===== src/rtl/pipeline_pkg.sv =====
// rtl/pipeline_pkg.sv - shared widths and MEM/WB control bit positions for the pipeline
package pipeline_pkg;

  localparam int DATA_W = 32;
  localparam int ADDR_W = 5;

  // MEM/WB control word bit positions
  localparam int WB_REGWRITE = 1;
  localparam int WB_MEMTOREG = 0;

  // Architectural register that is hardwired to zero
  localparam int unsigned REG_ZERO = 0;

endpackage


===== src/rtl/wb_regfile_if.sv =====
// rtl/wb_regfile_if.sv - MEM/WB writeback and decode read-port bundle for wb_regfile
interface wb_regfile_if #(
  parameter int DATA_W = pipeline_pkg::DATA_W,
  parameter int ADDR_W = pipeline_pkg::ADDR_W,
  parameter int CNT_W  = 32
);

  logic [1:0]        wb_ctrl;
  logic [DATA_W-1:0] wb_alu;
  logic [DATA_W-1:0] wb_read_data;
  logic [ADDR_W-1:0] wb_dest;
  logic [ADDR_W-1:0] rs_addr;
  logic [ADDR_W-1:0] rt_addr;
  logic [DATA_W-1:0] rs_data;
  logic [DATA_W-1:0] rt_data;
  logic [DATA_W-1:0] wb_data;
  logic              wb_we;
  logic [CNT_W-1:0]  retire_count;

  // Pipeline side: drives MEM/WB register contents and decode read indices
  modport master (
    output wb_ctrl, wb_alu, wb_read_data, wb_dest, rs_addr, rt_addr,
    input  rs_data, rt_data, wb_data, wb_we, retire_count
  );

  // Writeback stage / register file side
  modport slave (
    input  wb_ctrl, wb_alu, wb_read_data, wb_dest, rs_addr, rt_addr,
    output rs_data, rt_data, wb_data, wb_we, retire_count
  );

endinterface


===== src/rtl/regfile_2r1w.sv =====
// rtl/regfile_2r1w.sv - register array with async clear, one write port, two read ports, r0 hardwired zero
module regfile_2r1w
  import pipeline_pkg::*;
#(
  parameter int DATA_W   = pipeline_pkg::DATA_W,
  parameter int ADDR_W   = pipeline_pkg::ADDR_W,
  parameter int NUM_REGS = 2 ** ADDR_W
) (
  input  logic              clk,
  input  logic              rst_n,
  input  logic              we,
  input  logic [ADDR_W-1:0] waddr,
  input  logic [DATA_W-1:0] wdata,
  input  logic [ADDR_W-1:0] raddr_a,
  input  logic [ADDR_W-1:0] raddr_b,
  output logic [DATA_W-1:0] rdata_a,
  output logic [DATA_W-1:0] rdata_b
);

  logic [DATA_W-1:0] mem_q [NUM_REGS];
  logic [DATA_W-1:0] mem_d [NUM_REGS];

  // Next array state: at most one entry replaced, r0 never written
  always_comb begin
    mem_d = mem_q;
    if (we && (waddr != ADDR_W'(REG_ZERO))) begin
      mem_d[waddr] = wdata;
    end
  end

  // Array storage, cleared asynchronously so reset wins over any pending write
  always_ff @(posedge clk or negedge rst_n) begin
    if (!rst_n) begin
      for (int i = 0; i < NUM_REGS; i++) begin
        mem_q[i] <= '0;
      end
    end else begin
      mem_q <= mem_d;
    end
  end

  // Combinational read ports; r0 forced to zero regardless of array contents
  always_comb begin
    rdata_a = (raddr_a == ADDR_W'(REG_ZERO)) ? '0 : mem_q[raddr_a];
    rdata_b = (raddr_b == ADDR_W'(REG_ZERO)) ? '0 : mem_q[raddr_b];
  end

endmodule


===== src/rtl/wb_regfile.sv =====
// rtl/wb_regfile.sv - writeback stage: result select, write qualification, bypassed reads, retire counter
module wb_regfile
  import pipeline_pkg::*;
#(
  parameter int DATA_W   = pipeline_pkg::DATA_W,
  parameter int ADDR_W   = pipeline_pkg::ADDR_W,
  parameter int NUM_REGS = 2 ** ADDR_W,
  parameter int CNT_W    = 32
) (
  input  logic         clk,
  input  logic         rst_n,
  wb_regfile_if.slave  bus
);

  logic [DATA_W-1:0] wb_data;
  logic              wb_we;
  logic [DATA_W-1:0] rf_rdata_a;
  logic [DATA_W-1:0] rf_rdata_b;
  logic [CNT_W-1:0]  cnt_q;
  logic [CNT_W-1:0]  cnt_d;

  // Writeback select and effective write enable (writes to r0 are dropped here)
  always_comb begin
    wb_data = bus.wb_ctrl[WB_MEMTOREG] ? bus.wb_read_data : bus.wb_alu;
    wb_we   = bus.wb_ctrl[WB_REGWRITE] && (bus.wb_dest != ADDR_W'(REG_ZERO));
  end

  regfile_2r1w #(
    .DATA_W   (DATA_W),
    .ADDR_W   (ADDR_W),
    .NUM_REGS (NUM_REGS)
  ) u_rf (
    .clk     (clk),
    .rst_n   (rst_n),
    .we      (wb_we),
    .waddr   (bus.wb_dest),
    .wdata   (wb_data),
    .raddr_a (bus.rs_addr),
    .raddr_b (bus.rt_addr),
    .rdata_a (rf_rdata_a),
    .rdata_b (rf_rdata_b)
  );

  // Write-first bypass so decode sees the value being committed this cycle
  always_comb begin
    if (bus.rs_addr == ADDR_W'(REG_ZERO)) begin
      bus.rs_data = '0;
    end else if (wb_we && (bus.rs_addr == bus.wb_dest)) begin
      bus.rs_data = wb_data;
    end else begin
      bus.rs_data = rf_rdata_a;
    end

    if (bus.rt_addr == ADDR_W'(REG_ZERO)) begin
      bus.rt_data = '0;
    end else if (wb_we && (bus.rt_addr == bus.wb_dest)) begin
      bus.rt_data = wb_data;
    end else begin
      bus.rt_data = rf_rdata_b;
    end
  end

  // Retired-write count, wraps naturally at 2**CNT_W
  always_comb begin
    cnt_d = cnt_q + CNT_W'(wb_we);
  end

  // Counter register, cleared with the register file
  always_ff @(posedge clk or negedge rst_n) begin
    if (!rst_n) begin
      cnt_q <= '0;
    end else begin
      cnt_q <= cnt_d;
    end
  end

  assign bus.wb_data      = wb_data;
  assign bus.wb_we        = wb_we;
  assign bus.retire_count = cnt_q;

endmodule


===== src/flat_wrapper.sv =====
// flat-port wrapper written by rule: the top's interface ports become plain ports
module wb_regfile_flat import pipeline_pkg::*;
#(
  parameter int DATA_W   = pipeline_pkg::DATA_W,
  parameter int ADDR_W   = pipeline_pkg::ADDR_W,
  parameter int NUM_REGS = 2 ** ADDR_W,
  parameter int CNT_W    = 32
)
  (clk, rst_n, bus_wb_ctrl, bus_wb_alu, bus_wb_read_data, bus_wb_dest, bus_rs_addr, bus_rt_addr, bus_rs_data, bus_rt_data, bus_wb_data, bus_wb_we, bus_retire_count);
  wb_regfile_if #(.DATA_W(DATA_W), .ADDR_W(ADDR_W), .CNT_W(CNT_W)) bus_i ();
  input  logic clk;
  input  logic rst_n;
  input wire logic [$bits(bus_i.wb_ctrl)-1:0] bus_wb_ctrl;
  input wire logic [$bits(bus_i.wb_alu)-1:0] bus_wb_alu;
  input wire logic [$bits(bus_i.wb_read_data)-1:0] bus_wb_read_data;
  input wire logic [$bits(bus_i.wb_dest)-1:0] bus_wb_dest;
  input wire logic [$bits(bus_i.rs_addr)-1:0] bus_rs_addr;
  input wire logic [$bits(bus_i.rt_addr)-1:0] bus_rt_addr;
  output wire logic [$bits(bus_i.rs_data)-1:0] bus_rs_data;
  output wire logic [$bits(bus_i.rt_data)-1:0] bus_rt_data;
  output wire logic [$bits(bus_i.wb_data)-1:0] bus_wb_data;
  output wire logic [$bits(bus_i.wb_we)-1:0] bus_wb_we;
  output wire logic [$bits(bus_i.retire_count)-1:0] bus_retire_count;
  assign bus_i.wb_ctrl = bus_wb_ctrl;
  assign bus_i.wb_alu = bus_wb_alu;
  assign bus_i.wb_read_data = bus_wb_read_data;
  assign bus_i.wb_dest = bus_wb_dest;
  assign bus_i.rs_addr = bus_rs_addr;
  assign bus_i.rt_addr = bus_rt_addr;
  assign bus_rs_data = bus_i.rs_data;
  assign bus_rt_data = bus_i.rt_data;
  assign bus_wb_data = bus_i.wb_data;
  assign bus_wb_we = bus_i.wb_we;
  assign bus_retire_count = bus_i.retire_count;
  wb_regfile #(.DATA_W(DATA_W), .ADDR_W(ADDR_W), .NUM_REGS(NUM_REGS), .CNT_W(CNT_W)) u_core (.clk(clk), .rst_n(rst_n), .bus(bus_i));
endmodule

===== config.mk =====
export PLATFORM = sky130hd
export DESIGN_NAME = wb_regfile_flat
export DESIGN_NICKNAME = d
export VERILOG_FILES = /design/src/rtl/pipeline_pkg.sv /design/src/rtl/wb_regfile_if.sv /design/src/rtl/regfile_2r1w.sv /design/src/rtl/wb_regfile.sv /design/src/flat_wrapper.sv
export SDC_FILE = /design/constraint.sdc
export NUM_CORES = 2
export LEC_CHECK = 0
export BUFFER_PORTS_ARGS = -buffer_cell sky130_fd_sc_hd__buf_2
export CAP_MARGIN = 20
export CORE_MARGIN = 2
export CORE_UTILIZATION = 40
export DETAILED_ROUTE_END_ITERATION = 12
export GPL_TIMING_DRIVEN = 1
export PLACE_DENSITY = 0.66
export SLEW_MARGIN = 20
export SYNTH_ARGS = -nofsm -noshare
export SYNTH_HDL_FRONTEND = slang
export SYNTH_SLANG_ARGS = --single-unit

===== constraint.sdc =====
create_clock -name clk -period 2.7 [get_ports clk]
set_input_delay 0 -clock clk [delete_from_list [all_inputs] [get_ports clk]]
set_output_delay 0 -clock clk [all_outputs]
set_load 0.01 [all_outputs]

==> impl_metrics.tcl <==
set metrics [dict create \
    status "finished with violations" \
    violations "setup timing" \
    synth_ff_type "dfrtp_1" \
    antenna_found_initial 11 \
    synth.most_common_cell "dfrtp_1" \
    cts_buffers 110 \
    synthTopCellsByArea "dfrtp_1 48%, mux4_2 17%, a21oi_1 5.1%" \
    yosysSeqAreaShare_pct 47.6 \
    grt-ovfl-total 0 \
    grt_max_degree 112 \
    first_global_vias 44507 \
    fmax_mhz 365 \
    dr.pass1.iters 6 \
    avgViaCountPerCell 6.31 \
    h-tree-depth 3 \
    yosys.cell_types.count 67 \
    yosysWarnings 0 \
    insertion_delay_ns 0.74 \
    wire_per_inst_um 28.7 \
    synth_edf_count 0 \
    die_x_um 376 \
    peakVddDrop_v 0.000505 \
    nets 5333 \
    wirelength_um 205000 \
    synth_commonest_cells "1056 x dfrtp_1, 588 x nand2_1, 572 x nor2_1" \
    cp_slowest_cell "mux4_2" \
    drive_above_1_share_pct 24.7 \
    drt_iter0_drc 5155 \
    fillers 12163 \
    critPathRequiredTime_ns 2.70 \
    ff2ff_path_depth 8 \
    period_needed_ns 2.74 \
    drv_cap 0 \
    io_buffers 211 \
    end_kind "output port" \
    grt_pass1_wl_um 301000 \
    fin_crit_sh_pct 101 \
    regArea_um2 26400 \
    cp.arrival_ns 2.74 \
    rsz0062_at_grt "true" \
    row_count 136 \
    syn-num-nets 5157 \
    totalPowerFinal_uw 49800 \
    globalplace.congestion 0.889 \
    endpoint "bus_rs_data[13]" \
    dr_total_vias 45039 \
    cts_buffer_depth 3 \
    cp-start-kind "flip-flop" \
    finalMaxSlewViolations 0 \
    setup.worst_path.start "u_core.u_rf.mem_q[845]" \
    syn-cell-area_um2 55500 \
    powerDensity_nw_per_um2 762 \
    dp_hpwl_um 125000 \
    yosys.area.top_type_share_pct 47.6 \
    slowest_delay_ns 0.47 \
    root_buffer "clkbuf_16" \
    rr_startpoint "u_core.bus.retire_count[0]" \
    ioPinCount 212 \
    drcViolationCount 0 \
    slew_headroom_pct 19.7 \
    cts_tree "yes" \
    clk_pin_slew_worst_paths_ns 0.06 \
    die_area_um2 142000 \
    tightest_slew_ns 1.20 \
    leakage_uw 0.0283 \
    async_flop_share_pct 100 \
    clkSinkCount 1056 \
    yosys.area.top_type "dfrtp_1" \
    worst-path-max-fanout 3 \
    placed_cell_area_um2 60100 \
    setup_slack_ns -0.0401 \
    fin_skew_ns 0.0315 \
    min_path_type "primary input to flip-flop" \
    stdcell_area_um2 65300 \
    ff2ff_setup_slack_ns 0.77 \
    grtUsageTotal_pct 28.7 \
    multi_input_area_um2 27200 \
    finalHoldViolCount 0 \
    core_um2 138000 \
    fp.dieH_um 376 \
    ant_nets 0 \
    ys_ff_latch 1056 \
    syn_avg_cell_area_um2 10.9 \
    start_util_pct 40.3 \
    areaGrowthSynthToFinish_pct 17.7 \
    setup_viol 2 \
    worstSetupPathType "flip-flop to output port" \
    r2r_end "u_core.bus.retire_count[24]" \
    worst_hold_slack_ns 0.0121 \
    path_cells "mux4_2 -> nor2b_4 -> a211oi_4 -> a31oi_4 -> a32oi_4 -> o21ai_2 -> buf_2" \
    synthCells 5072 \
]
[logic make-up after synthesis]
| family | synth area share (%) |
|---|---|
| compound gates | 14.3 |
| xor+xnor | 0.645 |
| fa+ha+maj | 0.0451 |
| buf+inv | 5.15 |
| flops | 47.6 |
| mux | 22.9 |
| simple gates | 9.31 |
[layer usage]
layer,vias to the layer above,track usage [%],part of all wire (%)
met5,-,0.309,0.078
met4,16,17.7,6.8
met3,694,6.96,11
met2,2845,43.8,45
met1,22657,36.9,37
li1,18827,-,-
[state kept, by name (all words and copies together) (netlist names)]
name / flops
u_core.bus.retire_count: 32
u_core.u_rf.mem_q: 1024
[power by group]
part | internal (µW) | switching [µW]
clock | 9720 | 6690
combinational | 5780 | 5770
sequential | 19200 | 2640
[cells in the final DEF, fill, tap and decap left out, types with 8 or more instances in the layout]
cell,n
dfrtp_1,1056
nand2_1,571
a211oi_2,25
o21ai_0,526
mux2i_4,19
buf_4,235
xnor2_1,28
o22ai_2,8
nor3_1,11
mux2i_2,16
buf_12,91
xor2_1,11
o21ai_1,16
clkinv_2,21
buf_2,197
nand3_1,28
nand2_4,15
a221oi_1,54
nor2_4,17
a221oi_2,12
o22ai_1,16
mux4_2,415
mux2i_1,240
mux4_1,19
clkbuf_8,28
inv_1,34
a221o_1,41
nor2_1,557
a21oi_1,555
bufinv_16,13
a22oi_1,40
dlygate4sd3_1,65
a31oi_1,10
mux2_2,8
a211oi_1,31
a22oi_2,9
clkbuf_1,23
and3_1,27
clkbuf_16,114
[worst max-delay path, delay by kind of cell, from the launching register on]
kind | cells | cell delay (ns)
flip-flops | 1 | 0.40
AO/OA/AOI/OAI | 4 | 0.82
AND/OR/NAND/NOR | 1 | 0.15
multiplexers | 1 | 0.47
buffers and inverters | 1 | 0.17
[cell type report]
cell class	instances	area share, %
diodes	2	0.00766
clock buffers	165	5.09
clock inverters	40	0.868
inverters	38	0.222
multi-input cells	3441	41.7
flip-flops and latches	1056	40.4
well taps	1794	3.44
repair buffers	601	8.25
[per-stage QoR]
stage / utilization, % / setup slack, ns / std cells / TNS [ns]
after floorplan: - / 0.521 / 5072 / 0
after global placement: 43.7 / -0.172 / 6843 / -0.190
after detailed placement: 43.7 / -0.108 / 6843 / -0.108
after CTS: 47.2 / -0.0716 / 7127 / -0.137
after global routing: 47.5 / -0.0583 / 7135 / -0.183
final: 47.5 / -0.0401 / 7137 / -0.0407
[timing repair]
action | in CTS | in global routing
pin swaps | 18 | 30
gates resized for setup | 51 | 63
endpoints found under the setup margin | 17 | 36
buffers inserted | 10 | 12
hold buffers | 69 | 0
hold endpoints to repair | 1840 | 0
[how the worst min path moves through the flow]
stage	from	end	cells past startpoint
6_report	bus_wb_alu[22]	u_core.u_rf.mem_q[278]	4
2_1_floorplan	rst_n	u_core.bus.retire_count[0]	0
3_3_place_gp	rst_n	u_core.bus.retire_count[8]	1
5_1_grt	bus_wb_alu[22]	u_core.u_rf.mem_q[118]	4
4_1_cts	bus_wb_dest[4]	u_core.u_rf.mem_q[864]	5
3_5_place_dp	rst_n	u_core.bus.retire_count[2]	1
Power figures use the tool's default switching activity.
